<file path="config.mk">
export PLATFORM = sky130hd
export DESIGN_NAME = macc_dump_quantise
export DESIGN_NICKNAME = d
export VERILOG_FILES = /design/src/rtl/macc_dump_quantise_pkg.sv /design/src/rtl/macc_dump_quantise_round_sat.sv /design/src/rtl/macc_dump_quantise.sv
export SDC_FILE = /design/constraint.sdc
export NUM_CORES = 1
export LEC_CHECK = 0
export BUFFER_PORTS_ARGS = -buffer_cell sky130_fd_sc_hd__buf_4
export CORE_UTILIZATION = 56
export CTS_BUF_LIST = sky130_fd_sc_hd__clkbuf_2 sky130_fd_sc_hd__clkbuf_4 sky130_fd_sc_hd__clkbuf_8
export DETAILED_ROUTE_END_ITERATION = 12
export GPL_ROUTABILITY_DRIVEN = 0
export PLACE_DENSITY = 0.85
export SYNTH_ARGS = -nofsm -noshare
export SYNTH_HDL_FRONTEND = slang
export SYNTH_SLANG_ARGS = --single-unit
</file>
<file path="constraint.sdc">
create_clock -name clk -period 2.92 [get_ports clk]
set_input_delay 0.292 -clock clk [delete_from_list [all_inputs] [get_ports clk]]
set_output_delay 0.292 -clock clk [all_outputs]
set_load 0.03 [all_outputs]
</file>
<file path="src/rtl/macc_dump_quantise_pkg.sv">
// Shared constants and FSM encoding for the MAC integrate-and-dump controller.
package macc_dump_quantise_pkg;

  localparam int unsigned ACC_W_DEF   = 48;
  localparam int unsigned OUT_W_DEF   = 16;
  localparam int unsigned SHIFT_DEF   = 16;
  localparam int unsigned N_W_DEF     = 16;
  localparam int unsigned MAC_LAT_DEF = 2;

  typedef enum logic [1:0] {
    ST_INIT  = 2'd0,
    ST_ACCUM = 2'd1,
    ST_DRAIN = 2'd2,
    ST_DUMP  = 2'd3
  } state_t;

endpackage

</file>
<file path="src/rtl/macc_dump_quantise_round_sat.sv">
// Combinational signed round-half-up right shift followed by saturation to OUT_W bits.
module macc_dump_quantise_round_sat
  import macc_dump_quantise_pkg::*;
#(
  parameter int unsigned ACC_W = ACC_W_DEF,
  parameter int unsigned OUT_W = OUT_W_DEF,
  parameter int unsigned SHIFT = SHIFT_DEF
) (
  input  logic [ACC_W-1:0] i_acc,
  output logic [OUT_W-1:0] o_data_c,
  output logic             o_sat_c
);

  // One guard bit so adding the rounding constant can never overflow.
  localparam int unsigned EXT_W   = ACC_W + 1;
  localparam int unsigned HI_W    = EXT_W - OUT_W + 1;
  localparam int unsigned RND_POS = (SHIFT > 0) ? SHIFT - 1 : 0;
  localparam logic [EXT_W-1:0] RND = (SHIFT > 0) ? (EXT_W'(1) << RND_POS) : '0;
  localparam logic [OUT_W-1:0] OUT_MAX = {1'b0, {(OUT_W-1){1'b1}}};
  localparam logic [OUT_W-1:0] OUT_MIN = {1'b1, {(OUT_W-1){1'b0}}};

  logic signed [EXT_W-1:0] w_ext;
  logic signed [EXT_W-1:0] w_sum;
  logic signed [EXT_W-1:0] w_shr;
  logic        [HI_W-1:0]  w_hi;

  // Round, arithmetic shift, then clip when the bits above the output sign are not all equal.
  always_comb begin
    w_ext    = {i_acc[ACC_W-1], i_acc};
    w_sum    = w_ext + $signed(RND);
    w_shr    = w_sum >>> SHIFT;
    w_hi     = w_shr[EXT_W-1:OUT_W-1];
    o_sat_c  = !((&w_hi) || !(|w_hi));
    o_data_c = w_shr[OUT_W-1:0];
    if (o_sat_c) begin
      o_data_c = w_shr[EXT_W-1] ? OUT_MIN : OUT_MAX;
    end
  end

endmodule

</file>
<file path="src/rtl/macc_dump_quantise.sv">
// Integrate-and-dump controller: admits dump_len products into the MAC, drains its
// pipeline, captures/clears the accumulator and emits a rounded, saturated result.
module macc_dump_quantise
  import macc_dump_quantise_pkg::*;
#(
  parameter int unsigned ACC_W   = ACC_W_DEF,
  parameter int unsigned OUT_W   = OUT_W_DEF,
  parameter int unsigned SHIFT   = SHIFT_DEF,
  parameter int unsigned N_W     = N_W_DEF,
  parameter int unsigned MAC_LAT = MAC_LAT_DEF
) (
  input  logic             clk,
  input  logic             rst_n,
  input  logic [N_W-1:0]   dump_len,
  input  logic             sample_valid,
  output logic             sample_ready,
  output logic             mac_clr,
  input  logic [ACC_W-1:0] mac_acc,
  output logic [OUT_W-1:0] out_data,
  output logic             out_sat,
  output logic             out_valid,
  input  logic             out_ready
);

  localparam int unsigned LAT_W      = $clog2(MAC_LAT + 1);
  localparam int unsigned DRAIN_INIT = (MAC_LAT >= 2) ? MAC_LAT - 2 : 0;

  state_t           r_state;
  state_t           w_next_state;
  logic [N_W-1:0]   r_count;
  logic [N_W-1:0]   r_len;
  logic [LAT_W-1:0] r_drain;
  logic             r_sample_ready;
  logic             r_mac_clr;
  logic [OUT_W-1:0] r_out_data;
  logic             r_out_sat;
  logic             r_out_valid;

  logic             w_accept;
  logic             w_last;
  logic             w_load;
  logic             w_set_clr;
  logic [OUT_W-1:0] w_data;
  logic             w_sat;

  macc_dump_quantise_round_sat #(
    .ACC_W (ACC_W),
    .OUT_W (OUT_W),
    .SHIFT (SHIFT)
  ) u_round_sat (
    .i_acc    (mac_acc),
    .o_data_c (w_data),
    .o_sat_c  (w_sat)
  );

  // State register.
  always_ff @(posedge clk or negedge rst_n) begin
    if (!rst_n) begin
      r_state <= ST_INIT;
    end else begin
      r_state <= w_next_state;
    end
  end

  // Next state and control strobes; INIT after reset spends one extra cycle raising mac_clr.
  always_comb begin
    w_next_state = r_state;
    w_accept     = 1'b0;
    w_last       = 1'b0;
    w_load       = 1'b0;
    w_set_clr    = 1'b0;
    case (r_state)
      ST_INIT: begin
        if (r_mac_clr) begin
          w_next_state = ST_ACCUM;
        end else begin
          w_set_clr = 1'b1;
        end
      end
      ST_ACCUM: begin
        w_accept = sample_valid & r_sample_ready;
        w_last   = w_accept && ((r_count + N_W'(1)) == r_len);
        if (w_last) begin
          w_next_state = (MAC_LAT > 1) ? ST_DRAIN : ST_DUMP;
        end
      end
      ST_DRAIN: begin
        if (r_drain == '0) begin
          w_next_state = ST_DUMP;
        end
      end
      ST_DUMP: begin
        if (!r_out_valid || out_ready) begin
          w_load       = 1'b1;
          w_set_clr    = 1'b1;
          w_next_state = ST_INIT;
        end
      end
      default: w_next_state = ST_INIT;
    endcase
  end

  // Counters, handshake outputs and the result register.
  always_ff @(posedge clk or negedge rst_n) begin
    if (!rst_n) begin
      r_count        <= '0;
      r_len          <= N_W'(1);
      r_drain        <= '0;
      r_sample_ready <= 1'b0;
      r_mac_clr      <= 1'b0;
      r_out_data     <= '0;
      r_out_sat      <= 1'b0;
      r_out_valid    <= 1'b0;
    end else begin
      r_sample_ready <= (w_next_state == ST_ACCUM);
      r_mac_clr      <= w_set_clr;

      if (r_state == ST_INIT) begin
        r_count <= '0;
        r_len   <= (dump_len == '0) ? N_W'(1) : dump_len;
      end else if (w_accept) begin
        r_count <= r_count + N_W'(1);
      end

      if (w_last) begin
        r_drain <= LAT_W'(DRAIN_INIT);
      end else if ((r_state == ST_DRAIN) && (r_drain != '0)) begin
        r_drain <= r_drain - LAT_W'(1);
      end

      if (w_load) begin
        r_out_data  <= w_data;
        r_out_sat   <= w_sat;
        r_out_valid <= 1'b1;
      end else if (r_out_valid && out_ready) begin
        r_out_valid <= 1'b0;
      end
    end
  end

  assign sample_ready = r_sample_ready;
  assign mac_clr      = r_mac_clr;
  assign out_data     = r_out_data;
  assign out_sat      = r_out_sat;
  assign out_valid    = r_out_valid;

endmodule
</file>
==> results of run 1 <==
## synthesized netlist by cell type, drive strengths merged (9+ instances only)
library cell / number
a21oi: 25
and4: 9
clkbuf: 15
dfrtp: 55
inv: 14
mux2: 16
nand2: 42
nand3: 20
nand4: 18
nor2: 37
nor3: 19
o21ai: 27
xnor2: 37
xor2: 20
## worst max path at each step
| stage | slack [ns] | cells past startpoint | end | from |
|---|---|---|---|---|
| after floorplan | 0.34 | 9 | out_data[9]$_DFFE_PN0P_ | mac_acc[15] |
| after global routing | 0.23 | 8 | sample_ready$_DFF_PN0_ | r_count[0]$_DFFE_PN0P_ |
| after global placement | 0.08 | 10 | out_data[8]$_DFFE_PN0P_ | mac_acc[17] |
| final | 0.32 | 8 | sample_ready$_DFF_PN0_ | r_count[0]$_DFFE_PN0P_ |
| after detailed placement | 0.03 | 10 | out_data[13]$_DFFE_PN0P_ | mac_acc[17] |
| after CTS | 0.32 | 8 | sample_ready$_DFF_PN0_ | r_count[0]$_DFFE_PN0P_ |
## registers in the layout (all words and copies together) (netlist names)
register / cells
out_sat: 1
mac_clr: 1
r_len: 16
out_valid: 1
out_data: 16
sample_ready: 1
r_drain: 2
r_count: 16
r_state: 2
## per-stage QoR
stage / utilization / std cells
CTS: 0.7121 / 585
detailed placement: 0.6962 / 577
global placement: 0.6962 / 577
floorplan: - / 431
finish: 0.7121 / 585
global route: 0.7121 / 585
## layout make-up
type	instances	area (um2)	share of cell area
multi-input cells	343	2280	0.4956
clock inverters	3	33.78	0.007345
inverters	14	52.55	0.01143
flip-flops and latches	56	1403	0.3050
repair buffers	87	665.6	0.1447
clock buffers	5	68.82	0.01496
well taps	77	96.34	0.02095
## cells by family after synthesis
family                     after synthesis
buffers and inverters                   32
and+or+nand+nor                        179
DFF                                     56
muxes                                   18
xor gates and xnor gates                57
AOI/OAI and AO/OA                       82
adders and majority gates                7
## metal layers
metal,share of wire,global-route usage
met2,0.49,0.4508
met5,0,0
met4,0.013,0.06934
met1,0.44,0.3308
met3,0.051,0.04916
## report_power, final
group,switching [mW],leakage (nW),total (mW),internal [mW]
Combinational,0.872,1.20,1.56,0.689
Clock,0.278,0.0515,0.459,0.181
Sequential,0.220,0.707,1.29,1.07
Total,1.37,1.96,3.31,1.94
==> impl_metrics.csv, run 1 <==
group,metric,value,unit
detailed_routing,routedWlPerCell,15.01,um
critical_path,endpoint_kind,"register",
critical_path,r2r_end,"sample_ready$_DFF_PN0_",
critical_path,r2r_setup_slack,0.32,ns
final_layout,final_cell_area,0.004599,mm2
logic_synthesis,synth-simple-area-share,0.2514,
final_layout,fillCellCount,482,
floorplanning,start_util,0.5903,
timing,hold_viol_final,1,
clock_network,postCtsSetupRepairBufs,0,
timing,whs,-0.001117,ns
logic_synthesis,synth_top_area_share,0.3610,
logic_synthesis,ys_seq_elements,56,
timing,fin_tns_setup,0,ns
logic_synthesis,netlist_area,0.003812,mm2
detailed_routing,vias_per_cell,5.923,
final_layout,final_common_cell,"buf_4",
timing,fin_skew,0.01286,ns
clock_network,cts_hold_buf,0,
logic_synthesis,synth_top_family_by_area,"simple AND/OR/NAND/NOR gates",
critical_path,cp-start-kind,"register",
detailed_routing,first_pass_iters,9,
critical_path,worstRegToRegCells,8,
power_and_ir_drop,vdd_drop_max,0.0004612,V
run,maxCapViolCount,0,
final_layout,drive_above_1_share,0.2579,
logic_synthesis,synth_area_leaders,"dfrtp_1 (36%), xnor2_1 (8.5%), mux2_2 (4.7%)",
logic_synthesis,yosysUniqueCellTypes,55,
logic_synthesis,synth_flop_cell,"dfrtp_1",
logic_synthesis,postSynthNetCount,506,
clock_network,clkTransAtPathRegs,0.11,ns
global_routing,grt_overflow_total,0,
clock_network,cts_tree,"done",
timing,setup_viol,0,
global_routing,grt_pass1_wl,14840,um
outcome,run_status,"finished with violations",
detailed_routing,vias,3465,
timing,drv_slew,0,
floorplanning,rows,29,
logic_synthesis,avgSynthCellArea,8.845,um2
clock_network,clock_latency,0.32,ns
detailed_routing,remaining_drc_errors,2,
timing,max_freq,384.2,MHz
logic_synthesis,synth-compound-area-share,0.1401,
power_and_ir_drop,finalPower,3.305,mW
critical_path,crit_family,"simple AND/OR/NAND/NOR gates",
floorplanning,core-area,0.006459,mm2
clock_network,clock_path_buffers,2,
critical_path,cpMaxStageDelayCell,"or4_1",
floorplanning,die-width,84.51,um
outcome,violations,"DRC, hold timing",
timing,finalCritPeriodShare,0.8914,
critical_path,max_stage_delay,0.49,ns
detailed_routing,ant_nets,0,
logic_synthesis,synth_fa_ha_area_frac,0.02297,
placement,dpl_cell_area,0.004497,mm2
clock_network,ctsResizeCount,0,
placement,dp_hpwl,6840,um
final_layout,area_growth,20.64,%
logic_synthesis,synthXorXnorAreaFrac,0.1309,
critical_path,critPathArrivalTime,2.80,ns
logic_synthesis,yosysSeqAreaShare,0.3679,
logic_synthesis,async_flop_share,1.000,
logic_synthesis,synth_edf_count,0,
hold_path,hold_class,"in -> async",
critical_path,criticalPathCategory,"reg -> reg",
detailed_routing,drtIter0Drc,246,
detailed_routing,wl,8781,um
floorplanning,dieArea,0.007142,mm2
critical_path,crit_path_cell_trace,"ha_1 > nand2_1 > or4_1 > a211oi_1 > and4_1 > nand4_1 > a31o_2 > a21boi_0",
clock_network,htreeDepth,2,
placement,dpl_worst_slack,0.02621,ns
clock_network,cts_buffers,5,
placement,io_buffers,72,
critical_path,reg2reg_from,"r_count[0]$_DFFE_PN0P_",
clock_network,clock-root-buffer,"clkbuf_8",
critical_path,path_max_fanout,6,
final_layout,insertedDiodeCount,0,
power_and_ir_drop,leakage,1.961,nW
logic_synthesis,synth_warnings,0,
global_routing,track_usage,0.2589,
clock_network,cts.sinks,56,
floorplanning,ios,88,
power_and_ir_drop,p_per_area,718.7,mW/mm2
final_layout,final_nets,582,
global_routing,grt_pass1_vias,3243,
timing,final.setup.worst_slack,0.3172,ns
critical_path,critical_path_buf_inv_count,0,
timing,slew-limit-headroom,0.4765,
timing,finalCriticalPeriod,2.603,ns
floorplanning,fp.dieH,84.51,um
timing,worstMarginPinSlew,0.7781,ns
critical_path,cp_data_required_time,3.11,ns
global_routing,antenna_found_initial,0,
global_routing,grt_max_degree,57,
timing,rsz0062_at_grt,"false",
logic_synthesis,syn-instance-count,431,
logic_synthesis,synthMuxAreaShare,0.05251,
final_layout,mostFrequentLayoutCells,"buf_4 (86), dfrtp_1 (55), nand2_1 (42), nor2_1 (37), xnor2_1 (37)",
logic_synthesis,yosysTopAreaCell,"dfrtp_1",
(Power assumes the default switching activity.)
==> inputs of run 2 (changes only) <==
RECOVER_POWER = 100   (was default)
SLEW_MARGIN = 20   (was default)
==> impl_metrics.csv, run 2 (synthesis gave the netlist of run 1 again) <==
group,metric,value,unit
timing,final.setup.worst_slack,0.3154,ns
global_routing,grt_pass1_wl,14840,um
placement,place_inst,577,
critical_path,reg2reg_from,"r_count[0]$_DFFE_PN0P_",
critical_path,startpoint,"r_count[0]$_DFFE_PN0P_",
timing,slew-limit-headroom,0.01099,
placement,dpl_cell_area,0.004497,mm2
clock_network,clock_path_buffers,2,
final_layout,final_util,0.6941,
detailed_routing,ant_nets,0,
clock_network,clock_latency,0.32,ns
critical_path,cp-start-kind,"register",
run,maxCapViolCount,0,
final_layout,fillCellCount,523,
outcome,run_status,"finished with violations",
detailed_routing,vias_per_cell,5.930,
global_routing,grt_max_degree,57,
detailed_routing,remaining_drc_errors,2,
timing,setup_viol,0,
power_and_ir_drop,finalPower,3.185,mW
critical_path,r2r_setup_slack,0.32,ns
detailed_routing,drtIter0Drc,245,
floorplanning,die-width,84.51,um
detailed_routing,routedWlPerCell,14.99,um
floorplanning,rows,29,
timing,max_freq,383.9,MHz
timing,fin_skew,0.01255,ns
timing,finalCritPeriodShare,0.8920,
timing,drv_slew,0,
global_routing,antenna_found_initial,0,
timing,whs,0.1989,ns
clock_network,cts_tree,"done",
placement,dp_hpwl,6840,um
clock_network,htreeDepth,2,
timing,fin_tns_setup,0,ns
floorplanning,dieArea,0.007142,mm2
detailed_routing,first_pass_iters,9,
timing,worstMarginPinSlew,1.484,ns
final_layout,final_nets,582,
timing,finalCriticalPeriod,2.605,ns
critical_path,endpoint_kind,"register",
clock_network,cts.sinks,56,
clock_network,clock-root-buffer,"clkbuf_8",
power_and_ir_drop,p_per_area,710.4,mW/mm2
outcome,violations,"DRC",
floorplanning,ios,88,
power_and_ir_drop,leakage,1.870,nW
critical_path,cp_data_required_time,3.11,ns
placement,io_buffers,72,
detailed_routing,wl,8770,um
final_layout,final_cell_area,0.004483,mm2
critical_path,critPathArrivalTime,2.80,ns
timing,hold_viol_final,0,
clock_network,ctsResizeCount,0,
power_and_ir_drop,vdd_drop_max,0.0004347,V
floorplanning,core-area,0.006459,mm2
clock_network,postCtsSetupRepairBufs,0,
hold_path,hold_class,"in -> reg",
final_layout,area_growth,17.59,%
final_layout,stdcell_count,585,
floorplanning,fp.dieH,84.51,um
floorplanning,start_util,0.5903,
clock_network,cts_buffers,5,
critical_path,criticalPathCategory,"reg -> reg",
detailed_routing,vias,3469,
final_layout,final_common_cell,"buf_4",
critical_path,path_max_fanout,6,
final_layout,drive_above_1_share,0.1988,
global_routing,grt_overflow_total,0,
final_layout,mostFrequentLayoutCells,"buf_4 (62), dfrtp_1 (55), nand2_1 (42), nor2_1 (37), xnor2_1 (37)",
timing,rsz0062_at_grt,"false",
placement,dpl_worst_slack,0.02621,ns
global_routing,grt_pass1_vias,3243,
hold_path,hp-start,"dump_len[2]",
final_layout,insertedDiodeCount,0,
clock_network,clkTransAtPathRegs,0.10,ns
clock_network,cts_hold_buf,0,
global_routing,track_usage,0.2589,
[run 2: layout make-up]
type / count / area (um2) / area share
Timing Repair Buffer: 87 / 576.8 / 0.1287
Tap cell: 77 / 96.34 / 0.02149
Multi-Input combinational cell: 343 / 2252 / 0.5024
Clock inverter: 3 / 33.78 / 0.007536
Inverter: 14 / 52.55 / 0.01172
Sequential cell: 56 / 1403 / 0.3129
Clock buffer: 5 / 68.82 / 0.01535
[run 2: worst max-delay path, stage by stage (launching register included)]
cell	delay (ns)
dfrtp_1	0.44
ha_1	0.27
nand2_1	0.16
or4_1	0.49
a211oi_1	0.28
and4_1	0.24
nand4_1	0.18
a31o_2	0.31
a21boi_0	0.12
[run 2: where the power goes]
part | switching (mW) | total (mW) | leakage (nW) | internal (mW)
combinational | 0.872 | 1.44 | 1.11 | 0.572
clock | 0.278 | 0.459 | 0.0515 | 0.181
sequential | 0.216 | 1.28 | 0.707 | 1.07
[run 2: final timing paths]
kind	cells past startpoint	endpoint
min in group asynchronous	1	r_len[12]$_DFFE_PN0P_
setup / recovery	8	sample_ready$_DFF_PN0_
hold reg to reg	2	out_data[14]$_DFFE_PN0P_
max in group asynchronous	1	mac_clr$_DFF_PN0_
hold / removal	3	r_len[2]$_DFFE_PN0P_
setup reg to reg	8	sample_ready$_DFF_PN0_
[run 2: layer usage]
metal / track usage / vias up / part of all wire
li1: - / 1707 / -
met1: 0.3308 / 1604 / 0.43
met2: 0.4508 / 140 / 0.49
met3: 0.04916 / 18 / 0.061
met4: 0.06934 / 0 / 0.014
met5: 0 / - / 0
